<file path="src/rtl/pll_cfg_arbiter.sv">
// Round-robin arbiter sharing one PLL reconfiguration port among NUM_REQ requesters.
// Suppresses re-applying the current config, bounds each handshake with a timeout.
module pll_cfg_arbiter #(
    parameter int unsigned NUM_REQ     = 3,
    parameter logic [31:0] DEFAULT_CFG = 32'h0010_0277,
    parameter logic [15:0] TIMEOUT     = 16'd4096
) (
    input  logic                   clk,
    input  logic                   rst,
    input  logic [NUM_REQ-1:0]     req_i,
    input  logic [32*NUM_REQ-1:0]  req_cfg_i,
    output logic [NUM_REQ-1:0]     gnt_o,
    output logic [NUM_REQ-1:0]     done_o,
    output logic [NUM_REQ-1:0]     err_o,
    output logic                   busy_o,
    output logic [31:0]            last_cfg_o,
    output logic [31:0]            pll_wdata_o,
    output logic                   pll_wdata_valid_o,
    input  logic                   pll_w_ready_i
);
    localparam int unsigned IW = (NUM_REQ > 1) ? $clog2(NUM_REQ) : 1;

    typedef enum logic [1:0] {StIdle, StIssue, StRelease, StHold} state_e;

    state_e             state;
    logic [IW-1:0]      ptr;
    logic [15:0]        count;
    logic               ok;

    logic [IW-1:0]      win_idx;
    logic [IW-1:0]      cand_idx;
    logic [IW-1:0]      nxt_ptr;
    logic [NUM_REQ-1:0] win_oh;
    logic [31:0]        win_cfg;
    int unsigned        cand;

    // Scan downwards from the farthest slot so the last hit is the one nearest the pointer.
    always_comb begin
        win_idx  = '0;
        cand     = 0;
        cand_idx = '0;
        for (int i = NUM_REQ - 1; i >= 0; i--) begin
            cand     = (32'(ptr) + 32'(i)) % NUM_REQ;
            cand_idx = cand[IW-1:0];
            if (req_i[cand_idx]) begin
                win_idx = cand_idx;
            end
        end
        win_oh          = '0;
        win_oh[win_idx] = 1'b1;
        win_cfg         = req_cfg_i[32*win_idx +: 32];
        nxt_ptr         = (win_idx == IW'(NUM_REQ - 1)) ? '0 : win_idx + 1'b1;
    end

    always_ff @(posedge clk) begin
        if (rst) begin
            state             <= StIdle;
            ptr               <= '0;
            count             <= '0;
            ok                <= 1'b0;
            gnt_o             <= '0;
            done_o            <= '0;
            err_o             <= '0;
            busy_o            <= 1'b0;
            last_cfg_o        <= DEFAULT_CFG;
            pll_wdata_o       <= DEFAULT_CFG;
            pll_wdata_valid_o <= 1'b0;
        end else begin
            done_o <= '0;
            err_o  <= '0;
            unique case (state)
                StIdle: begin
                    // Ready still high means the controller is finishing an aborted handshake.
                    if (|req_i && !pll_w_ready_i) begin
                        ptr    <= nxt_ptr;
                        gnt_o  <= win_oh;
                        busy_o <= 1'b1;
                        if (win_cfg == last_cfg_o) begin
                            done_o <= win_oh;
                            state  <= StHold;
                        end else begin
                            pll_wdata_o       <= win_cfg;
                            pll_wdata_valid_o <= 1'b1;
                            state             <= StIssue;
                        end
                    end
                end
                StIssue: begin
                    if (count != 16'hffff) begin
                        count <= count + 16'd1;
                    end
                    if (pll_w_ready_i) begin
                        last_cfg_o        <= pll_wdata_o;
                        pll_wdata_valid_o <= 1'b0;
                        ok                <= 1'b1;
                        state             <= StRelease;
                    end else if (count == TIMEOUT - 16'd1) begin
                        pll_wdata_valid_o <= 1'b0;
                        ok                <= 1'b0;
                        state             <= StRelease;
                    end
                end
                StRelease: begin
                    if (!pll_w_ready_i) begin
                        count <= '0;
                        state <= StHold;
                        if (ok) begin
                            done_o <= gnt_o;
                        end else begin
                            err_o <= gnt_o;
                        end
                    end
                end
                StHold: begin
                    gnt_o  <= '0;
                    busy_o <= 1'b0;
                    state  <= StIdle;
                end
                default: state <= StIdle;
            endcase
        end
    end
endmodule

</file>
<file path="config.mk">
export PLATFORM = sky130hd
export DESIGN_NAME = pll_cfg_arbiter
export DESIGN_NICKNAME = d
export VERILOG_FILES = /design/src/rtl/pll_cfg_arbiter.sv
export SDC_FILE = /design/constraint.sdc
export NUM_CORES = 1
export LEC_CHECK = 0
export CORE_MARGIN = 2
export CORE_UTILIZATION = 51
export CTS_CLUSTER_SIZE = 28
export DETAILED_ROUTE_END_ITERATION = 12
export PLACE_DENSITY = 0.86
export SYNTH_ARGS = -nofsm -noshare
export SYNTH_HDL_FRONTEND = slang
export SYNTH_SLANG_ARGS = --single-unit
</file>
<file path="constraint.sdc">
create_clock -name clk -period 7.8 [get_ports clk]
set_clock_uncertainty 0.2 [all_clocks]
set_input_delay 1.95 -clock clk [delete_from_list [all_inputs] [get_ports clk]]
set_output_delay 1.95 -clock clk [all_outputs]
set_load 0.005 [all_outputs]
</file>
### Word-level counts from Yosys, hierarchy flattened

Cells that the tools add are included.

* register bits after elaboration: 96
* bits of input ports: 102
* logic and storage cells: 92

* $add $sub $neg: 4
* reduce and logical (&&, ||, !) cells: 18
* eq/ne operators: 12
* bitwise gates (word level): 2
* mux-type cells: 36
* magnitude comparators: 5
* divide/modulo/power cells: 3
* shift-type cells: 1

Operators with widths (number)
* $shiftx 96x8->32: 1
* $mod 32x2->32 const B: 2
* $eq 32x32->1: 1
* $mod 2x2->32 const B: 1
* $mux 16: 2
* $pmux 16 s2: 1
* $mux 2: 9
* $add 16x1->16 const B: 1
* $eq 16x12->1 const B: 1
* $ne 16x16->1 const B: 1
* $mux 3: 5
* $lt 2x3->1 const B: 4
* $pmux 3 s2: 2
* $mux 1: 10
* $reduce_and 3->1: 3
* $ne 2x2->1 const B: 4
* $pmux 2 s4: 1
* $reduce_and 2->1: 4
* $reduce_bool 2->1: 4
* $bmux 1 s2: 3
* $eq 2x2->1 const B: 3
* $pmux 1 s2: 2
* $reduce_and 4->1: 1
* $reduce_or 4->1: 1
* 12 further kinds: 14

### Depth between registers and ports, before layout

Gate-level depths: netlist of the first run.

* depth in word-level cells: 14
* gate-level depth with buffers: 17

### Least setup slack after synthesis of the first run

OpenSTA, ideal clock, no wires.

* kind: input-to-reg
* start: input port req_i[2]
* end: register pll_wdata_o[18]
* path slack: 3.058 ns
* buffers on the path: 2
* library setup time: 0.123 ns
* required time: 7.477 ns
* data arrival time: 4.419 ns
* stages: 12
* cells stage by stage: nand2_1 > a21boi_0 > a2bb2oi_2 > buf_4 > mux2i_1 > nor3_1 > or4_1 > nor4_1 > and4_1 > a21o_4 > buf_6 > mux2_1

* word-level cells in the longest chain between the ends: 9
* elaborated cells between the ends (all ways): 15
* classes of those cells: eq/ne: 1; shift: 1; mux: 9; bitwise: 1; reduce/logical: 3

RTL lines
* from (decl): RTL line 10 `input logic [NUM_REQ-1:0] req_i,`
* $bmux 1 s2: RTL line 45 `if (req_i[cand_idx]) begin`
* $mux 1 (implied by the code): RTL line 45
* $mux 2 (3 in series): RTL line 45
* $shiftx 96x8->32: RTL line 51 `win_cfg = req_cfg_i[32*win_idx +: 32];`
* $eq 32x32->1: RTL line 78 `if (win_cfg == last_cfg_o) begin`
* $not 1->1 (no line)
* $reduce_and 3->1 (no line)
* to (signal assigned): RTL line 82 `pll_wdata_o <= win_cfg;`
* to (decl): RTL line 17 `output logic [31:0] pll_wdata_o,`

Several ways; a longest one is shown, not always the timed one. The select of a mux whose other input is x is not followed.
A chain may end at the register's enable or synchronous reset.

### Worst setup path in the final report of the first run

* start: input port req_i[2]
* end: register pll_wdata_o[24]

The elaborated chain is that of the path after synthesis.

==> results of run 1 <==
## metrics by stage
stage	worst slack [ns]	power (W)	std cells
2_1_floorplan	3.06	0.000965	714
3_3_place_gp	1.46	0.00118	992
3_5_place_dp	1.26	0.00120	992
4_1_cts	1.66	0.00152	1008
5_1_grt	1.44	0.00160	1008
6_report	1.61	0.00152	1008
## registers in the layout, summed over array words and instances (netlist names)
signal,count
done_o,3
busy_o,1
ok,1
err_o,3
pll_wdata_valid_o,1
count,16
state,2
ptr,2
last_cfg_o,32
pll_wdata_o,32
gnt_o,3
## where the power goes
| group | leakage (nW) | switching [W] | internal (W) |
|---|---|---|---|
| Combinational | 2.03 | 0.000320 | 0.000300 |
| Clock | 0.0890 | 0.000196 | 0.000120 |
| Sequential | 0.781 | 0.0000495 | 0.000538 |
## synth_stat cells (11+ instances only)
| cell type | count |
|---|---|
| nand4b_1 | 11 |
| clkbuf_1 | 25 |
| nand2b_1 | 19 |
| inv_1 | 19 |
| mux2_2 | 12 |
| nand3_1 | 31 |
| dfxtp_1 | 96 |
| a21oi_1 | 58 |
| nor3_1 | 16 |
| buf_2 | 12 |
| nand2_1 | 96 |
| nor2b_1 | 19 |
| nor2_1 | 56 |
| o21ai_0 | 21 |
| and3_1 | 11 |
| mux2i_1 | 28 |
## worst reg2reg max path: stages (launching register included)
cell and delay, ns:
dfxtp_1 0.36, inv_1 0.07, ha_1 0.37, nor2b_1 0.19, o2111a_1 0.47, nor2_4 0.73
buf_4 0.35, a21boi_0 0.14, o21a_1 0.18, o22ai_1 0.15, nor4_1 0.07, and4_1 0.30
a21oi_4 0.82, mux2_4 0.37
## metal layers
metal / track usage / share of wire
met1: 0.416 / 0.41
met2: 0.531 / 0.47
met3: 0.0599 / 0.081
met4: 0.137 / 0.031
met5: 0 / 0
## kinds of logic (layout without fill, tap and decap cells)
logic type	Yosys count	after routing	share of synthesized area
AOI/OAI and AO/OA	173	173	0.202
xor gates and xnor gates	19	19	0.0291
adders and majority gates	8	8	0.0175
buffers and inverters	67	221	0.0545
DFF	96	96	0.336
muxes	51	51	0.101
and+or+nand+nor	300	300	0.260
## area by class of cell
class / count / share of cell area
inverter: 19 / 0.00926
timing repair buffer: 186 / 0.238
clock inverter: 7 / 0.00731
tap: 140 / 0.0227
multi-input combinational: 551 / 0.457
sequential: 96 / 0.249
clock buffer: 9 / 0.0161
## worst max path at each step
stage                   from  cells past startpoint  slack (ns)                           end
floorplan           req_i[2]                     12        3.06  pll_wdata_o[18]$_SDFFE_PP0P_
global placement    req_i[2]                     10        1.46  pll_wdata_o[25]$_SDFFE_PP0P_
detailed placement  req_i[2]                     10        1.26  pll_wdata_o[24]$_SDFFE_PP0P_
CTS                 req_i[2]                     10        1.66  pll_wdata_o[24]$_SDFFE_PP0P_
global route        req_i[2]                     10        1.44  pll_wdata_o[17]$_SDFFE_PP0P_
finish              req_i[2]                     10        1.61  pll_wdata_o[24]$_SDFFE_PP0P_
==> results.py, run 1 <==
metrics = {
    "detailed_routing": {
        "drtIter0Drc": 495,
        "viasPerCell": 6.11,
        "wl_per_cell_um": 19.9,
        "ant_nets": 0,
        "firstDrtPassIters": 7,
        "vias": 6158,
        "drc": 0,
        "wirelength_mm": 20.0,
    },
    "setup_path": {
        "cp.buffers_inverters": 2,
        "crit_family": "compound AO/OA/AOI/OAI gates",
        "startpoint_type": "input port",
        "timing.critical_path.arrival_ns": 6.27,
        "worstPathCellList": "clkdlybuf4s50_1, nand2_1, a21boi_0, a2bb2oi_4, buf_4, mux2_2, a221o_1, o2111a_2, a21oi_4, mux2_4",
        "slowest_delay_ns": 0.80,
        "reg2reg_slack_ns": 2.92,
        "end_kind": "register",
        "rr_worst_depth": 13,
        "r2r-start": "ptr[0]$_SDFFE_PP0P_",
        "cpMaxStageDelayCell": "a21oi_4",
        "crit_path_max_fanout": 32,
        "timing.rr.end": "pll_wdata_o[24]$_SDFFE_PP0P_",
        "path_class": "input port to register",
        "crit_required_ns": 7.88,
    },
    "hold_path": {
        "holdPathStages": 2,
        "min_from": "pll_wdata_o[28]$_SDFFE_PP0P_",
        "holdPathEnd": "last_cfg_o[28]$_SDFFE_PP0P_",
        "hold_class": "register to register",
    },
    "cells_and_area": {
        "regArea_um2": 1920,
        "drive_above_1_share": 0.0714,
        "post-route-cell-area_um2": 7700,
        "multiInputGateArea_um2": 3520,
        "nFillCells": 878,
        "final_util": 0.708,
        "final_cell_mix": "175 x clkdlybuf4s50_1, 96 x nand2_1, 96 x dfxtp_1",
        "fin_nets": 973,
        "area_growth_pct": 34.7,
        "mostFrequentLayoutCell": "clkdlybuf4s50_1",
        "insertedDiodeCount": 0,
    },
    "timing": {
        "fin_hold_ws_ns": 0.275,
        "finalSetupTns_ns": 0,
        "min_period_ns": 6.19,
        "fmax_mhz": 161,
        "hold_viol": 0,
        "setup_violations": 0,
        "relSlewSlack": 0.279,
        "rsz0062_at_grt": "no",
        "worst_pin_slew_ns": 1.08,
        "post-route-period-util": 0.794,
        "slew_violations": 0,
    },
    "grt": {
        "first_global_vias": 5891,
        "grt_max_degree": 115,
        "grtUsageTotal": 0.324,
        "overflow": 0,
        "grt_pass1_wl_mm": 30.0,
        "antenna_found_initial": 0,
    },
    "die": {
        "pin_count": 177,
        "die_w_um": 110,
        "start_util": 0.525,
        "num_rows": 38,
        "die_y_um": 110,
        "coreArea_um2": 10900,
        "die-area_um2": 12100,
    },
    "synthesis": {
        "synth-seq-cells": 96,
        "syn-instance-count": 714,
        "synth_edf_count": 0,
        "synth_largest_area_cell": "dfxtp_1",
        "ys_seq_area_frac": 0.336,
        "ys_warn_count": 0,
        "ys_dominant_reg_cell": "dfxtp_1",
        "synthTopCellsByArea": "dfxtp_1 34%, nand2_1 6.3%, a21oi_1 5.1%, mux2i_1 4.9%, nor2_1 3.7%",
        "syn_nets": 824,
        "synth_area_um2": 5720,
        "synth.top_cell.area_share": 0.336,
        "ys_types": 66,
        "synth_area_per_cell_um2": 8.01,
        "ys_async_sr_fraction": 0,
    },
    "clock_tree": {
        "cts_buffers": 9,
        "cts-root-buf": "clkbuf_8",
        "cts.sinks": 96,
        "ctsLongestPathBuffers": 2,
        "post-cts-setup-buffers": 0,
        "htreeDepth": 3,
        "cts-resized-gates": 0,
        "path_clk_slew_ns": 0.11,
        "hold_buffers": 0,
        "clk_latency_ns": 0.38,
        "cts_tree": "yes",
    },
    "status": {
        "status": "completed",
    },
    "placed_design": {
        "dp_hpwl_mm": 14.5,
        "gp_congestion": 0.948,
        "placed_area_um2": 7520,
        "io_buffers": 176,
    },
    "pwr": {
        "max-vdd-ir-drop_v": 0.000140,
        "cellLeakagePower_nw": 2.90,
        "powerDensity_nw_per_um2": 198,
    },
    "run": {
        "maxCapViolCount": 0,
    },
}
Power figures use the tool's default switching activity.
==> inputs of run 2 (changes only) <==
--- a/config.mk
+++ b/config.mk
@@ -6,10 +6,10 @@
 export NUM_CORES = 1
 export LEC_CHECK = 0
 export CORE_MARGIN = 2
-export CORE_UTILIZATION = 51
+export CORE_UTILIZATION = 43
 export CTS_CLUSTER_SIZE = 28
 export DETAILED_ROUTE_END_ITERATION = 12
-export PLACE_DENSITY = 0.86
+export PLACE_DENSITY = 0.78
 export SYNTH_ARGS = -nofsm -noshare
 export SYNTH_HDL_FRONTEND = slang
 export SYNTH_SLANG_ARGS = --single-unit
==> constraint.sdc (replaced) <==
create_clock -name clk -period 5.37 [get_ports clk]
set_clock_uncertainty 0.2 [all_clocks]
set_input_delay 1.3425 -clock clk [delete_from_list [all_inputs] [get_ports clk]]
set_output_delay 1.3425 -clock clk [all_outputs]
set_load 0.005 [all_outputs]
==> run 2 against run 1 <==
Setup slack worse by 1.4 ns. Cell area is 4.9% higher. Via count is 1.3% lower. Non-clock buffer count is 27 higher. Combinational power is 55% higher. Sequential power is 46% higher. First-iteration DRC count is 16% higher. Largest cell class unchanged.
==> results.py, run 2 (synthesis gave the netlist of run 1 again) <==
metrics = {
    "cells_and_area": {
        "fin_nets": 1000,
        "area_growth_pct": 41.3,
        "insertedDiodeCount": 0,
        "nFillCells": 1181,
        "drive_above_1_share": 0.0983,
        "multiInputGateArea_um2": 3520,
        "mostFrequentLayoutCell": "clkdlybuf4s50_1",
        "regArea_um2": 1920,
        "final_cell_mix": "175 x clkdlybuf4s50_1, 96 x nand2_1, 96 x dfxtp_1",
        "reg_top3": "last_cfg_o x32, pll_wdata_o x32, count x16",
    },
    "die": {
        "start_util": 0.435,
        "die_w_um": 119,
        "pin_count": 177,
        "die-area_um2": 14200,
        "num_rows": 42,
        "die_y_um": 119,
        "coreArea_um2": 13100,
    },
    "grt": {
        "grtUsageTotal": 0.271,
        "antenna_found_initial": 0,
        "grt_max_degree": 81,
        "grt_use_met1": 0.374,
        "first_global_vias": 5682,
        "grt_pass1_wl_mm": 30.4,
        "grt_most_used_layer": "met2",
        "met3_usage": 0.0498,
        "met2_usage": 0.420,
        "overflow": 0,
    },
    "detailed_routing": {
        "vias": 6076,
        "drc": 0,
        "firstDrtPassIters": 5,
        "drtIter0Drc": 575,
        "viasPerCell": 5.67,
        "ant_nets": 0,
        "wl_per_cell_um": 18.5,
        "wirelength_mm": 19.8,
    },
    "run": {
        "maxCapViolCount": 0,
    },
    "clock_tree": {
        "cts_buffers": 9,
        "post-cts-setup-buffers": 0,
        "path_clk_slew_ns": 0.07,
        "cts.sinks": 96,
        "htreeDepth": 3,
        "clk_latency_ns": 0.35,
        "hold_buffers": 0,
        "cts-root-buf": "clkbuf_16",
        "cts_tree": "yes",
        "ctsLongestPathBuffers": 2,
        "cts-resized-gates": 0,
    },
    "setup_path": {
        "cpMaxStageDelayCell": "a21oi_4",
        "cp_common_cell": "buf_4",
        "end_kind": "register",
        "startpoint_type": "input port",
        "timing.critical_path.arrival_ns": 5.21,
        "crit_required_ns": 5.45,
        "crit_path_max_fanout": 25,
        "slowest_delay_ns": 0.67,
        "worstPathCellList": "clkdlybuf4s50_1, nand3_1, a21boi_0, a2bb2oi_4, buf_4, mux2_2, a221o_1, o2111a_2, a21oi_4, buf_4, mux2i_1",
        "path_class": "input port to register",
    },
    "pwr": {
        "total_power_w": 0.00243,
        "powerDensity_nw_per_um2": 300,
        "cellLeakagePower_nw": 3.09,
        "max-vdd-ir-drop_v": 0.000143,
    },
    "placed_design": {
        "gp_congestion": 0.908,
        "dpl_worst_slack_ns": -0.101,
        "io_buffers": 176,
        "dp_hpwl_mm": 14.5,
    },
    "timing": {
        "min_period_ns": 5.12,
        "slew_violations": 0,
        "worst_slack_ns": 0.247,
        "rsz0062_at_grt": "no",
        "relSlewSlack": 0.336,
        "worst_pin_slew_ns": 0.993,
        "setup_violations": 0,
        "post-route-period-util": 0.954,
        "fmax_mhz": 195,
        "finalSetupTns_ns": 0,
        "hold_viol": 0,
    },
    "hold_path": {
        "hold_class": "register to register",
    },
    "status": {
        "status": "completed",
    },
}
==> run 2: final timing paths <==
| path | start | to | slack (ns) | cells past startpoint |
|---|---|---|---|---|
| setup reg to reg | ptr[0]$_SDFFE_PP0P_ | pll_wdata_o[15]$_SDFFE_PP0P_ | 0.99 | 12 |
| setup / recovery | req_i[1] | pll_wdata_o[15]$_SDFFE_PP0P_ | 0.25 | 11 |
| hold / removal | pll_wdata_o[28]$_SDFFE_PP0P_ | last_cfg_o[28]$_SDFFE_PP0P_ | 0.28 | 2 |
| hold reg to reg | pll_wdata_o[28]$_SDFFE_PP0P_ | last_cfg_o[28]$_SDFFE_PP0P_ | 0.28 | 2 |
==> run 2: cell type report <==
class,instances,area share
Clock buffer,10,0.0283
Clock inverter,6,0.00542
Inverter,19,0.00882
Multi-Input combinational cell,551,0.436
Sequential cell,96,0.238
Tap cell,176,0.0272
Timing Repair Buffer,213,0.257
==> run 2: critical path, delay by kind of cell <==
kind / cells / cell delay (ns)
AND/OR/NAND/NOR: 1 / 0.09
AO/OA/AOI/OAI: 5 / 1.97
buffers and inverters: 3 / 1.19
multiplexers: 2 / 0.58
==> run 2: per-layer routing <==
layer | up-vias | routed length, µm
met3 | 40 | 1570
met5 | - | 0
met2 | 300 | 8950
met1 | 2825 | 8790
met4 | 0 | 477
li1 | 2911 | -
==> run 2: per-stage QoR <==
step           hold WS (ns)  utilization  cells  instance area [µm²]
2_1_floorplan         0.254            -    714                 5720
3_3_place_gp          0.260        0.594   1055                 7810
3_5_place_dp          0.265        0.594   1055                 7810
4_1_cts               0.277        0.615   1071                 8080
5_1_grt               0.295        0.615   1071                 8080
6_report              0.277        0.615   1071                 8080
==> run 2: power by group <==
group | switching (W) | total [W] | internal [W]
Combinational | 0.000467 | 0.000958 | 0.000492
Clock | 0.000296 | 0.000613 | 0.000317
Sequential | 0.0000734 | 0.000855 | 0.000781
Total | 0.000836 | 0.00243 | 0.00159
==> inputs of run 3 (changes only) <==
--- a/config.mk
+++ b/config.mk
@@ -5,6 +5,7 @@
 export SDC_FILE = /design/constraint.sdc
 export NUM_CORES = 1
 export LEC_CHECK = 0
+export CAP_MARGIN = 10
 export CORE_MARGIN = 2
 export CORE_UTILIZATION = 43
 export CTS_CLUSTER_SIZE = 28
==> results of run 3 <==
No change in the layout: final DEF, timing and power equal those of run 2.
